--- src/rtl/vga_pkg.sv ---
// Shared types, default timing and helpers for the VGA timing generator.
package vga_pkg;

    typedef enum logic [1:0] {
        MODE_SOLID   = 2'd0,
        MODE_BARS    = 2'd1,
        MODE_CHECKER = 2'd2,
        MODE_SCROLL  = 2'd3
    } mode_e;

    localparam int unsigned DEF_CLK_DIV  = 2;
    localparam int unsigned DEF_H_ACTIVE = 640;
    localparam int unsigned DEF_H_FP     = 16;
    localparam int unsigned DEF_H_SYNC   = 96;
    localparam int unsigned DEF_H_BP     = 48;
    localparam int unsigned DEF_V_ACTIVE = 480;
    localparam int unsigned DEF_V_FP     = 10;
    localparam int unsigned DEF_V_SYNC   = 2;
    localparam int unsigned DEF_V_BP     = 33;
    localparam int unsigned DEF_COLOR_W  = 8;
    localparam int unsigned DEF_CNT_W    = 10;

    localparam int unsigned DEF_H_TOTAL = DEF_H_ACTIVE + DEF_H_FP + DEF_H_SYNC + DEF_H_BP;
    localparam int unsigned DEF_V_TOTAL = DEF_V_ACTIVE + DEF_V_FP + DEF_V_SYNC + DEF_V_BP;

    localparam int unsigned FRAME_CNT_W  = 8;
    localparam int unsigned NUM_BARS     = 8;
    localparam int unsigned SCROLL_BAR_H = 8;
    localparam int unsigned MIN_CNT_W    = 6;

    function automatic int unsigned line_total(input int unsigned active, input int unsigned fp,
                                               input int unsigned sync, input int unsigned bp);
        return active + fp + sync + bp;
    endfunction

    // Half-open window test used for the sync pulses.
    function automatic logic in_window(input int unsigned v, input int unsigned lo,
                                       input int unsigned hi);
        return (v >= lo) && (v < hi);
    endfunction

endpackage

--- src/rtl/vga_pattern.sv ---
// Combinational test-pattern generator: counter position and mode to one pixel colour.
module vga_pattern
    import vga_pkg::*;
#(
    parameter int unsigned H_ACTIVE = DEF_H_ACTIVE,
    parameter int unsigned COLOR_W  = DEF_COLOR_W,
    parameter int unsigned CNT_W    = DEF_CNT_W
) (
    input  logic [CNT_W-1:0]       x,
    input  logic [CNT_W-1:0]       y,
    input  mode_e                  mode,
    input  logic [3*COLOR_W-1:0]   solid_color,
    input  logic [FRAME_CNT_W-1:0] frame_cnt,
    output logic [COLOR_W-1:0]     red_c,
    output logic [COLOR_W-1:0]     green_c,
    output logic [COLOR_W-1:0]     blue_c
);

    localparam int unsigned BAR_W = H_ACTIVE / NUM_BARS;

    logic [2:0]           bar_idx;
    logic [5:0]           scroll_line;
    logic                 white;
    logic [3*COLOR_W-1:0] rgb;
    logic                 unused_pos_bits;

    // Only a few bits of y/frame_cnt feed the patterns; fold the rest away.
    assign unused_pos_bits = ^{y, frame_cnt};

    always_comb begin
        bar_idx     = 3'(x / CNT_W'(BAR_W));
        scroll_line = 6'(y) - 6'(frame_cnt);
        white       = 1'b0;
        rgb         = '0;
        case (mode)
            MODE_SOLID:   rgb   = solid_color;
            MODE_BARS:    rgb   = {{COLOR_W{bar_idx[2]}}, {COLOR_W{bar_idx[1]}},
                                   {COLOR_W{bar_idx[0]}}};
            MODE_CHECKER: white = x[5] ^ y[5];
            MODE_SCROLL:  white = (scroll_line < 6'(SCROLL_BAR_H));
            default:      rgb   = '0;
        endcase
        if (white) begin
            rgb = '1;
        end
    end

    assign {red_c, green_c, blue_c} = rgb;

endmodule

--- src/rtl/vga_timing_gen.sv ---
// Parametrised VGA timing generator: pixel-enable divider, H/V counters,
// registered sync/blank/colour outputs and a frame counter.
module vga_timing_gen
    import vga_pkg::*;
#(
    parameter int unsigned CLK_DIV  = DEF_CLK_DIV,
    parameter int unsigned H_ACTIVE = DEF_H_ACTIVE,
    parameter int unsigned H_FP     = DEF_H_FP,
    parameter int unsigned H_SYNC   = DEF_H_SYNC,
    parameter int unsigned H_BP     = DEF_H_BP,
    parameter int unsigned V_ACTIVE = DEF_V_ACTIVE,
    parameter int unsigned V_FP     = DEF_V_FP,
    parameter int unsigned V_SYNC   = DEF_V_SYNC,
    parameter int unsigned V_BP     = DEF_V_BP,
    parameter bit          SYNC_POL = 1'b0,
    parameter int unsigned COLOR_W  = DEF_COLOR_W,
    parameter int unsigned CNT_W    = DEF_CNT_W
) (
    input  logic                   clk,
    input  logic                   reset_n,
    input  logic [1:0]             mode,
    input  logic [3*COLOR_W-1:0]   solid_color,
    output logic                   pix_en,
    output logic                   hsync,
    output logic                   vsync,
    output logic                   sync_b,
    output logic                   blank_b,
    output logic [CNT_W-1:0]       x,
    output logic [CNT_W-1:0]       y,
    output logic [COLOR_W-1:0]     red,
    output logic [COLOR_W-1:0]     green,
    output logic [COLOR_W-1:0]     blue,
    output logic                   frame_start,
    output logic [FRAME_CNT_W-1:0] frame_cnt
);

    localparam int unsigned H_TOTAL      = line_total(H_ACTIVE, H_FP, H_SYNC, H_BP);
    localparam int unsigned V_TOTAL      = line_total(V_ACTIVE, V_FP, V_SYNC, V_BP);
    localparam int unsigned H_SYNC_START = H_ACTIVE + H_FP;
    localparam int unsigned H_SYNC_END   = H_SYNC_START + H_SYNC;
    localparam int unsigned V_SYNC_START = V_ACTIVE + V_FP;
    localparam int unsigned V_SYNC_END   = V_SYNC_START + V_SYNC;
    localparam int unsigned DIV_W        = (CLK_DIV > 1) ? $clog2(CLK_DIV) : 1;
    localparam int unsigned CNT_RANGE    = 1 << CNT_W;

    localparam logic [DIV_W-1:0] DIV_LAST = DIV_W'((CLK_DIV > 0) ? CLK_DIV - 1 : 0);
    localparam logic [CNT_W-1:0] H_LAST   = CNT_W'(H_TOTAL - 1);
    localparam logic [CNT_W-1:0] V_LAST   = CNT_W'(V_TOTAL - 1);

    // Reject parameter sets the counters and patterns cannot represent.
    if (CLK_DIV < 1) begin : g_bad_clk_div
        $error("vga_timing_gen: CLK_DIV must be >= 1");
    end
    if ((H_ACTIVE % NUM_BARS) != 0) begin : g_bad_h_active
        $error("vga_timing_gen: H_ACTIVE must be a multiple of 8");
    end
    if ((H_TOTAL > CNT_RANGE) || (V_TOTAL > CNT_RANGE)) begin : g_bad_cnt_w
        $error("vga_timing_gen: CNT_W too narrow for H_TOTAL/V_TOTAL");
    end
    if (CNT_W < MIN_CNT_W) begin : g_small_cnt_w
        $error("vga_timing_gen: CNT_W must be at least 6 for the patterns");
    end

    logic [DIV_W-1:0]     div_q;
    logic [DIV_W-1:0]     div_nxt_c;
    logic [CNT_W-1:0]     hcnt_q;
    logic [CNT_W-1:0]     vcnt_q;
    mode_e                mode_q;
    logic [3*COLOR_W-1:0] solid_q;

    logic                 h_last_c;
    logic                 v_last_c;
    logic                 origin_c;
    logic                 active_c;
    logic                 hs_act_c;
    logic                 vs_act_c;
    mode_e                mode_eff_c;
    logic [3*COLOR_W-1:0] solid_eff_c;
    logic [COLOR_W-1:0]   pat_red_c;
    logic [COLOR_W-1:0]   pat_green_c;
    logic [COLOR_W-1:0]   pat_blue_c;

    assign div_nxt_c = (div_q == DIV_LAST) ? '0 : div_q + DIV_W'(1);

    assign h_last_c = (hcnt_q == H_LAST);
    assign v_last_c = (vcnt_q == V_LAST);
    assign origin_c = (hcnt_q == '0) && (vcnt_q == '0);
    assign active_c = (32'(hcnt_q) < H_ACTIVE) && (32'(vcnt_q) < V_ACTIVE);
    assign hs_act_c = in_window(32'(hcnt_q), H_SYNC_START, H_SYNC_END);
    assign vs_act_c = in_window(32'(vcnt_q), V_SYNC_START, V_SYNC_END);

    // At (0,0) the live inputs are used so the first pixel of a frame already
    // shows the mode/colour being latched for the rest of that frame.
    assign mode_eff_c  = origin_c ? mode_e'(mode) : mode_q;
    assign solid_eff_c = origin_c ? solid_color : solid_q;

    vga_pattern #(
        .H_ACTIVE (H_ACTIVE),
        .COLOR_W  (COLOR_W),
        .CNT_W    (CNT_W)
    ) u_pattern (
        .x           (hcnt_q),
        .y           (vcnt_q),
        .mode        (mode_eff_c),
        .solid_color (solid_eff_c),
        .frame_cnt   (frame_cnt),
        .red_c       (pat_red_c),
        .green_c     (pat_green_c),
        .blue_c      (pat_blue_c)
    );

    assign x      = hcnt_q;
    assign y      = vcnt_q;
    assign sync_b = 1'b0;

    // pix_en trails the divider by one clk so the first pulse after reset
    // lands CLK_DIV clks after release for every divider setting.
    always_ff @(posedge clk or negedge reset_n) begin
        if (!reset_n) begin
            div_q       <= '0;
            pix_en      <= 1'b0;
            hcnt_q      <= '0;
            vcnt_q      <= '0;
            mode_q      <= MODE_SOLID;
            solid_q     <= '0;
            frame_cnt   <= '0;
            hsync       <= ~SYNC_POL;
            vsync       <= ~SYNC_POL;
            blank_b     <= 1'b0;
            frame_start <= 1'b0;
            red         <= '0;
            green       <= '0;
            blue        <= '0;
        end else begin
            div_q  <= div_nxt_c;
            pix_en <= (div_q == DIV_LAST);
            if (pix_en) begin
                hcnt_q <= h_last_c ? '0 : hcnt_q + CNT_W'(1);
                if (h_last_c) begin
                    vcnt_q <= v_last_c ? '0 : vcnt_q + CNT_W'(1);
                end
                if (h_last_c && v_last_c) begin
                    frame_cnt <= frame_cnt + FRAME_CNT_W'(1);
                end
                if (origin_c) begin
                    mode_q  <= mode_e'(mode);
                    solid_q <= solid_color;
                end
                hsync       <= hs_act_c ? SYNC_POL : ~SYNC_POL;
                vsync       <= vs_act_c ? SYNC_POL : ~SYNC_POL;
                blank_b     <= active_c;
                frame_start <= origin_c;
                red         <= active_c ? pat_red_c   : '0;
                green       <= active_c ? pat_green_c : '0;
                blue        <= active_c ? pat_blue_c  : '0;
            end
        end
    end

endmodule

--- config.mk ---
export PLATFORM = sky130hd
export DESIGN_NAME = vga_timing_gen
export DESIGN_NICKNAME = d
export VERILOG_FILES = /design/src/rtl/vga_pkg.sv /design/src/rtl/vga_pattern.sv /design/src/rtl/vga_timing_gen.sv
export SDC_FILE = /design/constraint.sdc
export NUM_CORES = 1
export LEC_CHECK = 0
export CAP_MARGIN = 15
export CORE_MARGIN = 2
export CORE_UTILIZATION = 47
export DETAILED_ROUTE_END_ITERATION = 7
export GPL_ROUTABILITY_DRIVEN = 0
export PLACE_DENSITY_LB_ADDON = 0.25
export SYNTH_ARGS = -nofsm -noshare
export SYNTH_HDL_FRONTEND = slang
export SYNTH_SLANG_ARGS = --single-unit
--- constraint.sdc ---
create_clock -name clk -period 7.2 [get_ports clk]
set_input_delay 1.8 -clock clk [delete_from_list [all_inputs] [get_ports clk]]
set_output_delay 1.8 -clock clk [all_outputs]
set_load 0.02 [all_outputs]
==> summary.md, run 1 <==
| Metric | Value |
|---|---|
| Switch Pwr | 0.242 mW |
| Via count of the first global-routing pass | 3,454 |
| Gate power share | 0.107 |
| Met3 WL | 453 um |
| Worst VDD drop | 85.8 uV |
| Worst-Margin Slew | 0.978 ns |
| Post-cts sizing count | 0 |
| Final std cells w/o fill | 619 |
| Endpoints failing hold | 0 |
| Ratio of cells with drive above 1 in the final layout | 0.135 |
| Max Cap Viol | 0 |
| Synth Register Bits | 84 |
| Post-route cell area | 5690 sq um |
| CTS tree | built |
| Rows | 35 |
| Normalized max-slew margin | 0.345 |
| Sink Count | 84 |
| Final WS setup | 3.61 ns |
| Most frequent cells in the layout | clkdlybuf4s50_1 (83), dfrtp_1 (82), nand2_1 (51), mux2_2 (28), mux2i_1 (24) |
| Asr flop ratio synth | 1.00 |
| Number of port buffers | 84 |
| Slowest-stage cell, CP | dfrtp_1 |
| Fin crit period | 3.59 ns |
| YS warnings | 0 |
| Final clock period utilization by the worst path | 0.498 |
| Status | finished, final reports clean |
| Crit path cell chain | clkdlybuf4s50_1 |
| Most common cell after layout, fill and taps aside | clkdlybuf4s50_1 |
| Clk root buf | clkbuf_8 |
| Mapped Cells | 412 |
| Kind of critical path | flop to primary output |
| Setup Fix Bufs, Post-CTS | 0 |
| Worst path bufs/invs | 1 |
| H-tree depth | 3 |
| Placed cell count | 601 |
| Die Span Y | 102 um |
| Leak | 2.30 nW |
| Hold_ws | 0.380 ns |
| TNS Setup | 0 ns |
| Total Power | 0.996 mW |
| Largest delay contributor family on the critical path | flip-flops |
| Placed wire-length estimate | 7.02 mm |
| Filler cell count | 802 |
| Syn_area_per_cell | 11.0 sq um |
| Worst clock skew | 0.0116 ns |
| Num CTS Buffers | 9 |
| Syn nets | 449 |
| DRC | 0 |
| Sw Share | 0.243 |
| Final ANT Viol Nets | 0 |
| Clock Power Share | 0.390 |
| Vias per cell | 5.62 |
| Crit path DAT | 1.79 ns |
| Worst-case clock buffer depth | 2 |
| Top sig layer | met4 |
| GR Util All Layers | 0.205 |
| Skew-Pair Late Insertion Delay | 0.35 ns |
| Full die area | 10,400 sq um |
| M1 wire length | 4.68 mm |
| Largest net degree at the start of global routing | 85 |
| Antenna cells | 0 |
| Total grt overflow | 0 |
| Initial Util | 0.488 |
| Drt wl/cell | 16.4 um |
| Crit-path max FO | 17 |
| Finished Core Util | 0.613 |
| Synth unique cells | 62 |
| Worst path max stage delay | 0.73 ns |
| P_int | 0.754 mW |
| Vias | 3,476 |
| Nets | 522 |
| P&R area growth vs syn | 25.6% |
| # setup viols final | 0 |
| Number of flops mapped to enable cells by yosys | 0 |
| RSZ-0062 raised after global routing | no |
| Max Freq | 0.279 GHz |
| CP required | 5.40 ns |
| Die W | 102 um |
| Met2 wire len | 4.89 mm |
| 1st-iter DRT viols | 178 |
| First-pass GRT wire length | 16.9 mm |
| TritonRoute pass-1 iters | 4 |
| Initial antenna violation count | 0 |
| Sequential share of power | 0.502 |
| Sequential element share of the synthesized area | 0.465 |
| CORE AREA | 9280 sq um |
| Place WS | 3.69 ns |
| Drt total wl | 10.1 mm |
| Slew Viols, Final | 0 |
| Clock Pin Slew Worst Setup and Hold Paths | 0.08 ns |
| Ports | 86 |
| Syn Std Cell Area | 4530 sq um |
| Top_reg_cell synth | dfrtp_1 |
| Hold_buf cts | 0 |
| Worst hold path type | flop to flop |
| Area post-placement | 5400 sq um |
| Pwr Density | 175 nW/um^2 |
| Crit end category | primary output |
| Setup crit start kind | flop |
[worst paths after layout]
check,start,slack [ns],to,cells after the start
worst max register to register,x[0],4.03,green[1],8
worst min-delay path,div_q,0.38,pix_en,0
min in group asynchronous,reset_n,1.31,frame_cnt[3],1
worst max-delay path,pix_en,3.61,pix_en,1
worst min register to register,div_q,0.38,pix_en,0
max in group asynchronous,reset_n,5.27,pix_en,2
[flip-flops by register name, summed over array words and instances, names as in the netlist, 2 cells and up]
signal / count
blue: 8
y: 10
red: 8
mode_q: 2
frame_cnt: 8
solid_q: 24
x: 10
green: 8
[power groups by stage]
stage	Sequential, mW	Clock [mW]	Combinational, mW
after floorplan	0.519	0	0.0402
after detailed placement	0.509	0	0.106
after CTS	0.500	0.395	0.106
after global placement	0.509	0	0.103
after global routing	0.502	0.415	0.117
final	0.500	0.389	0.107
[area by class of cell]
type                            instances  area [sq um]  area share
Clock inverter                          6          93.8      0.0165
Timing Repair Buffer                   86           893       0.157
Sequential cell                        84          2100       0.370
Inverter                               15          56.3     0.00990
Tap cell                              129           161      0.0284
Clock buffer                           10           138      0.0242
Multi-Input combinational cell        289          2240       0.394
[layer usage]
layer,track usage,vias up
li1,-,1653
met1,0.288,1726
met2,0.331,87
met3,0.0321,10
met4,0.0595,0
met5,0,-
[kinds of logic after synthesis]
| kind of cell | after synthesis | share of synthesized area |
|---|---|---|
| buffers and inverters | 39 | 0.0403 |
| adders and majority gates | 9 | 0.0249 |
| other | 1 | 0.000828 |
| and+or+nand+nor | 122 | 0.148 |
| AOI/OAI and AO/OA | 82 | 0.150 |
| muxes | 53 | 0.126 |
| DFF | 84 | 0.465 |
| xor gates and xnor gates | 22 | 0.0456 |
[Yosys cell counts (3+ instances only)]
library cell,instances,share of area
nor2b_1,3,0.0041
nand2b_1,3,0.0041
o311ai_1,3,0.0058
nor3_1,3,0.0033
nor2_1,20,0.017
buf_4,4,0.0066
and4_1,3,0.0058
nand3_1,5,0.0055
xnor2_1,13,0.025
and3_1,5,0.0069
mux2i_1,24,0.053
inv_1,15,0.012
buf_2,4,0.0044
dfrtp_1,82,0.45
nor3b_1,3,0.0050
a21oi_1,4,0.0044
nand2_1,51,0.042
o21ai_0,18,0.020
nand4_1,9,0.012
o311ai_0,13,0.025
a2bb2oi_1,16,0.031
xor2_1,8,0.015
clkbuf_1,12,0.0099
a221o_1,8,0.018
nand4b_1,3,0.0058
ha_1,9,0.025
mux2_2,28,0.070
Power figures use the tool's default switching activity.
==> run 2: changes to the inputs <==
- clock period: 7.2 -> 3.15 ns (I/O delays scaled with it)
==> run 2 against run 1 <==
Critical path depth rose by 7. Global-route usage barely moved. Die area did not move. Worst hold slack got worse by 0.0035 ns. Non-clock buffer count rose by 7. Sequential cell count did not move. Combinational power rose by 130%. Clock skew fell by 0.0059 ns. Via count barely moved. Register-to-register slack got worse by 3.7 ns. Power rose by 120%. Utilization rose by 0.20 points. Largest power group unchanged.
==> summary.md, run 2 (synthesis gave the netlist of run 1 again) <==
| Metric | Value |
|---|---|
| Status | finished, final reports clean |
| Hold path startpoint | div_q |
| Switch Pwr | 0.525 mW |
| Final std cells w/o fill | 626 |
| Drt total wl | 10.2 mm |
| Die Span Y | 102 um |
| Skew-Pair Late Insertion Delay | 0.36 ns |
| Rows | 35 |
| Max Freq | 0.360 GHz |
| Most frequent cells in the layout | clkdlybuf4s50_1 (83), dfrtp_1 (82), nand2_1 (51), mux2_2 (28), mux2i_1 (24) |
| Number of port buffers | 84 |
| Worst clock skew | 0.00568 ns |
| Initial antenna violation count | 0 |
| First-pass GRT wire length | 16.8 mm |
| Max Cap Viol | 0 |
| Final ANT Viol Nets | 0 |
| Ports | 86 |
| Filler cell count | 777 |
| Kind of critical path | flop to flop |
| Setup Fix Bufs, Post-CTS | 0 |
| Sink Count | 84 |
| TritonRoute pass-1 iters | 4 |
| CORE AREA | 9280 sq um |
| Clk root buf | clkbuf_8 |
| Num CTS Buffers | 9 |
| Clock Pin Slew Worst Setup and Hold Paths | 0.08 ns |
| Placed cell count | 609 |
| Worst hold path type | flop to flop |
| Clock Power Share | 0.381 |
| P_int | 1.71 mW |
| Top sig layer | met4 |
| Sw Share | 0.234 |
| Fin crit period | 2.78 ns |
| M1 wire length | 4.80 mm |
| Endpoints failing hold | 0 |
| Post-cts sizing count | 0 |
| Vias per cell | 5.56 |
| RSZ-0062 raised after global routing | no |
| Placed wire-length estimate | 7.10 mm |
| TNS Setup | 0 ns |
| GR Util All Layers | 0.206 |
| Crit path DAT | 3.07 ns |
| P&R area growth vs syn | 26.0% |
| Largest Register | solid_q |
| Crit path from | y[0] |
| Drt wl/cell | 16.4 um |
| Normalized max-slew margin | 0.527 |
| Worst VDD drop | 231 uV |
| Sequential share of power | 0.510 |
| Antenna cells | 0 |
| Initial Util | 0.488 |
| # setup viols final | 0 |
| Setup crit start kind | flop |
| Met2 wire len | 4.80 mm |
| Largest net degree at the start of global routing | 85 |
| Nets | 529 |
| CP required | 3.45 ns |
| Crit end category | flop |
| Worst-case clock buffer depth | 2 |
| RR Startpoint | y[0] |
| Max FFs per register | 24 |
| Pwr Density | 392 nW/um^2 |
| Final clock period utilization by the worst path | 0.882 |
| Leak | 2.32 nW |
| CTS tree | built |
| Ratio of cells with drive above 1 in the final layout | 0.143 |
| DRC | 0 |
| Crit-path max FO | 17 |
| Most common cell after layout, fill and taps aside | clkdlybuf4s50_1 |
| Worst-Margin Slew | 0.708 ns |
| Slew Viols, Final | 0 |
| Total grt overflow | 0 |
| Hold_buf cts | 0 |
| 1st-iter DRT viols | 164 |
| Die W | 102 um |
| Vias | 3,478 |
| Met3 WL | 427 um |
| Gate power share | 0.109 |
| H-tree depth | 3 |
| Full die area | 10,400 sq um |
| Via count of the first global-routing pass | 3,365 |
-- run 2: through the flow --
| step | instance area [sq um] | worst slack [ns] | utilization | hold WS, ns | power (mW) |
|---|---|---|---|---|---|
| floorplan | 4530 | 0.613 | - | 0.354 | 1.28 |
| global route | 5710 | 0.231 | 0.615 | 0.404 | 2.33 |
| global placement | 5460 | 0.527 | 0.588 | 0.361 | 1.40 |
| detailed placement | 5460 | 0.462 | 0.588 | 0.358 | 1.41 |
| finish | 5710 | 0.372 | 0.615 | 0.377 | 2.24 |
| CTS | 5680 | 0.421 | 0.612 | 0.377 | 2.27 |
-- run 2: routing by layer --
metal / vias to the layer above / global-route usage
li1: 1668 / -
met3: 19 / 0.0383
met4: 0 / 0.0759
met1: 1708 / 0.291
met2: 83 / 0.317
met5: - / 0
-- run 2: area by class of cell --
class,count,area [sq um],share of cell area
flip-flops and latches,84,2100,0.369
well taps,129,161,0.0283
inverters,15,56.3,0.00986
clock buffers,12,145,0.0254
clock inverters,4,72.6,0.0127
multi-input cells,289,2240,0.393
repair buffers,93,926,0.162
-- run 2: final timing paths --
kind                                     end  slack, ns  cells past startpoint
worst max-delay path                green[4]       0.37                      8
worst min-delay path                  pix_en       0.38                      0
worst max register to register      green[4]       0.37                      8
worst min register to register        pix_en       0.38                      0
max in group asynchronous       frame_cnt[1]       2.15                      2
min in group asynchronous               y[3]       0.40                      1
-- run 2: worst max-delay path: stages, from the launching register on --
cell      delay [ns]
dfrtp_1         0.46
inv_1           0.12
ha_1            0.14
nor2b_1         0.18
nand3_1         0.32
nor2_8          0.23
mux2_2          0.49
a211oi_2        0.52
a221o_1         0.25
-- run 2: power by group through the flow --
stage	clock, mW	sequential (mW)	combinational (mW)
6_report	0.854	1.14	0.243
5_1_grt	0.921	1.15	0.266
4_1_cts	0.881	1.14	0.243
3_5_place_dp	0	1.16	0.242
3_3_place_gp	0	1.16	0.237
2_1_floorplan	0	1.19	0.0919
==> run 3: changes to the inputs <==
- CORE_MARGIN: 2 -> 4
- GPL_ROUTABILITY_DRIVEN: 0 -> unset
==> run 3 against run 2 <==
Sequential cell count is the same. Utilization shrank 0.54 points. Global-route usage is 1.7 points lower. Sequential share of layout area increased by 0.15 points. Combinational power barely moved. Routed wire length fell by 0.25%. Critical path depth unchanged. Worst hold slack got worse by 0.066 ns. Final cell count is 0.32% lower. Critical endpoint is now green[5].
==> summary.md, run 3 (synthesis gave the netlist of run 1 again) <==
| Metric | Value |
|---|---|
| Crit end category | flop |
| Max FFs per register | 24 |
| Leak | 2.30 nW |
| Status | finished, final reports clean |
| Crit path capture | green[5] |
| R2r endpoint | green[5] |
| Number of port buffers | 84 |
| Pwr Density | 384 nW/um^2 |
| Skew-Pair Late Insertion Delay | 0.35 ns |
| Largest net degree at the start of global routing | 85 |
| Setup Fix Bufs, Post-CTS | 0 |
| TritonRoute pass-1 iters | 4 |
| TNS Setup | 0 ns |
| CP required | 3.44 ns |
| Final std cells w/o fill | 624 |
| Setup slack, reg-to-reg | 0.41 ns |
| Final clock period utilization by the worst path | 0.869 |
| Worst-case clock buffer depth | 2 |
| Normalized max-slew margin | 0.529 |
| H-tree depth | 3 |
| Initial Util | 0.486 |
| Endpoints failing hold | 0 |
| CORE AREA | 9330 sq um |
| Final ANT Viol Nets | 0 |
| # setup viols final | 0 |
| Sink Count | 84 |
| Max Cap Viol | 0 |
| Crit path from | x[0] |
| Rows | 35 |
| Ports | 86 |
| Routability congestion estimate | 0.788 |
| Setup crit start kind | flop |
| DRC | 0 |
| Crit-path max FO | 17 |
| RR Startpoint | x[0] |
| CTS tree | built |
| Full die area | 11,300 sq um |
| Initial antenna violation count | 0 |
| Ratio of cells with drive above 1 in the final layout | 0.143 |
| Die W | 106 um |
| Slew Viols, Final | 0 |
| Worst VDD drop | 223 uV |
| Total grt overflow | 0 |
| GR Util All Layers | 0.188 |
| Worst-Margin Slew | 0.706 ns |
| Worst clock skew | 0.0130 ns |
| Fin crit period | 2.74 ns |
| Kind of critical path | flop to flop |
| Placed wire-length estimate | 7.21 mm |
| Antenna cells | 0 |
| Drt wl/cell | 16.4 um |
| Nets | 527 |
| Vias per cell | 5.55 |
| Largest Register | solid_q |
| Vias | 3,466 |
| P&R area growth vs syn | 25.5% |
| Num CTS Buffers | 9 |
| Clk root buf | clkbuf_8 |
| Placed cell count | 607 |
| RSZ-0062 raised after global routing | no |
| Via count of the first global-routing pass | 3,498 |
| First-pass GRT wire length | 17.5 mm |
| Clock Pin Slew Worst Setup and Hold Paths | 0.09 ns |
| Most frequent cells in the layout | clkdlybuf4s50_1 (83), dfrtp_1 (82), nand2_1 (51), mux2_2 (28), mux2i_1 (24) |
| Drt total wl | 10.2 mm |
| Crit path DAT | 3.03 ns |
| Most common cell after layout, fill and taps aside | clkdlybuf4s50_1 |
| Hold_buf cts | 0 |
| Die Span Y | 106 um |
| Worst hold path type | input pin to asynchronous set/reset pin |
| Max Freq | 0.365 GHz |
| 1st-iter DRT viols | 152 |
| Post-cts sizing count | 0 |
| Reg2reg path depth | 8 |
[run 3: worst min path at each step]
stage                              end  slack [ns]    start  cells after the start
final                     frame_cnt[2]        0.31  reset_n                      1
after global routing      frame_cnt[2]        0.32  reset_n                      1
after CTS                       pix_en        0.40    div_q                      0
after detailed placement        pix_en        0.38    div_q                      0
after global placement          pix_en        0.36    div_q                      0
after floorplan                 pix_en        0.35    div_q                      0
[run 3: metrics by stage]
| step | hold slack, ns | util | instance area, sq um | setup slack [ns] | total power, mW |
|---|---|---|---|---|---|
| final | 0.310 | 0.609 | 5680 | 0.412 | 2.18 |
| after detailed placement | 0.378 | 0.584 | 5450 | 0.460 | 1.41 |
| after floorplan | 0.354 | - | 4530 | 0.613 | 1.28 |
| after global placement | 0.361 | 0.584 | 5450 | 0.535 | 1.40 |
| after global routing | 0.323 | 0.609 | 5680 | 0.216 | 2.29 |
| after CTS | 0.397 | 0.606 | 5660 | 0.454 | 2.21 |
[run 3: area by class of cell]
cell class / instances / area [sq um]
multi-input cells: 289 / 2240
fillers: 795 / 3640
well taps: 129 / 161
flip-flops and latches: 84 / 2100
repair buffers: 91 / 911
inverters: 15 / 56.3
clock buffers: 10 / 138
clock inverters: 6 / 71.3
[run 3: worst max-delay path, cell delays in order, from the launching register on]
cell      delay (ns)
dfrtp_1         0.44
inv_1           0.08
ha_1            0.16
nor3b_1         0.41
nand4_4         0.20
nor2_8          0.15
mux2_2          0.48
a211oi_2        0.52
a221o_1         0.25
[run 3: power by group]
| group | leakage, nW | internal [mW] | switching (mW) | total (mW) |
|---|---|---|---|---|
| Sequential | 1.05 | 1.12 | 0.0250 | 1.14 |
| Clock | 0.0991 | 0.394 | 0.405 | 0.799 |
| Combinational | 1.16 | 0.129 | 0.114 | 0.243 |
[run 3: layer usage]
layer  routed length, um  track usage
met1                4820        0.271
met2                4830        0.296
met3                 442       0.0304
met4                 121       0.0500
met5                   0            0
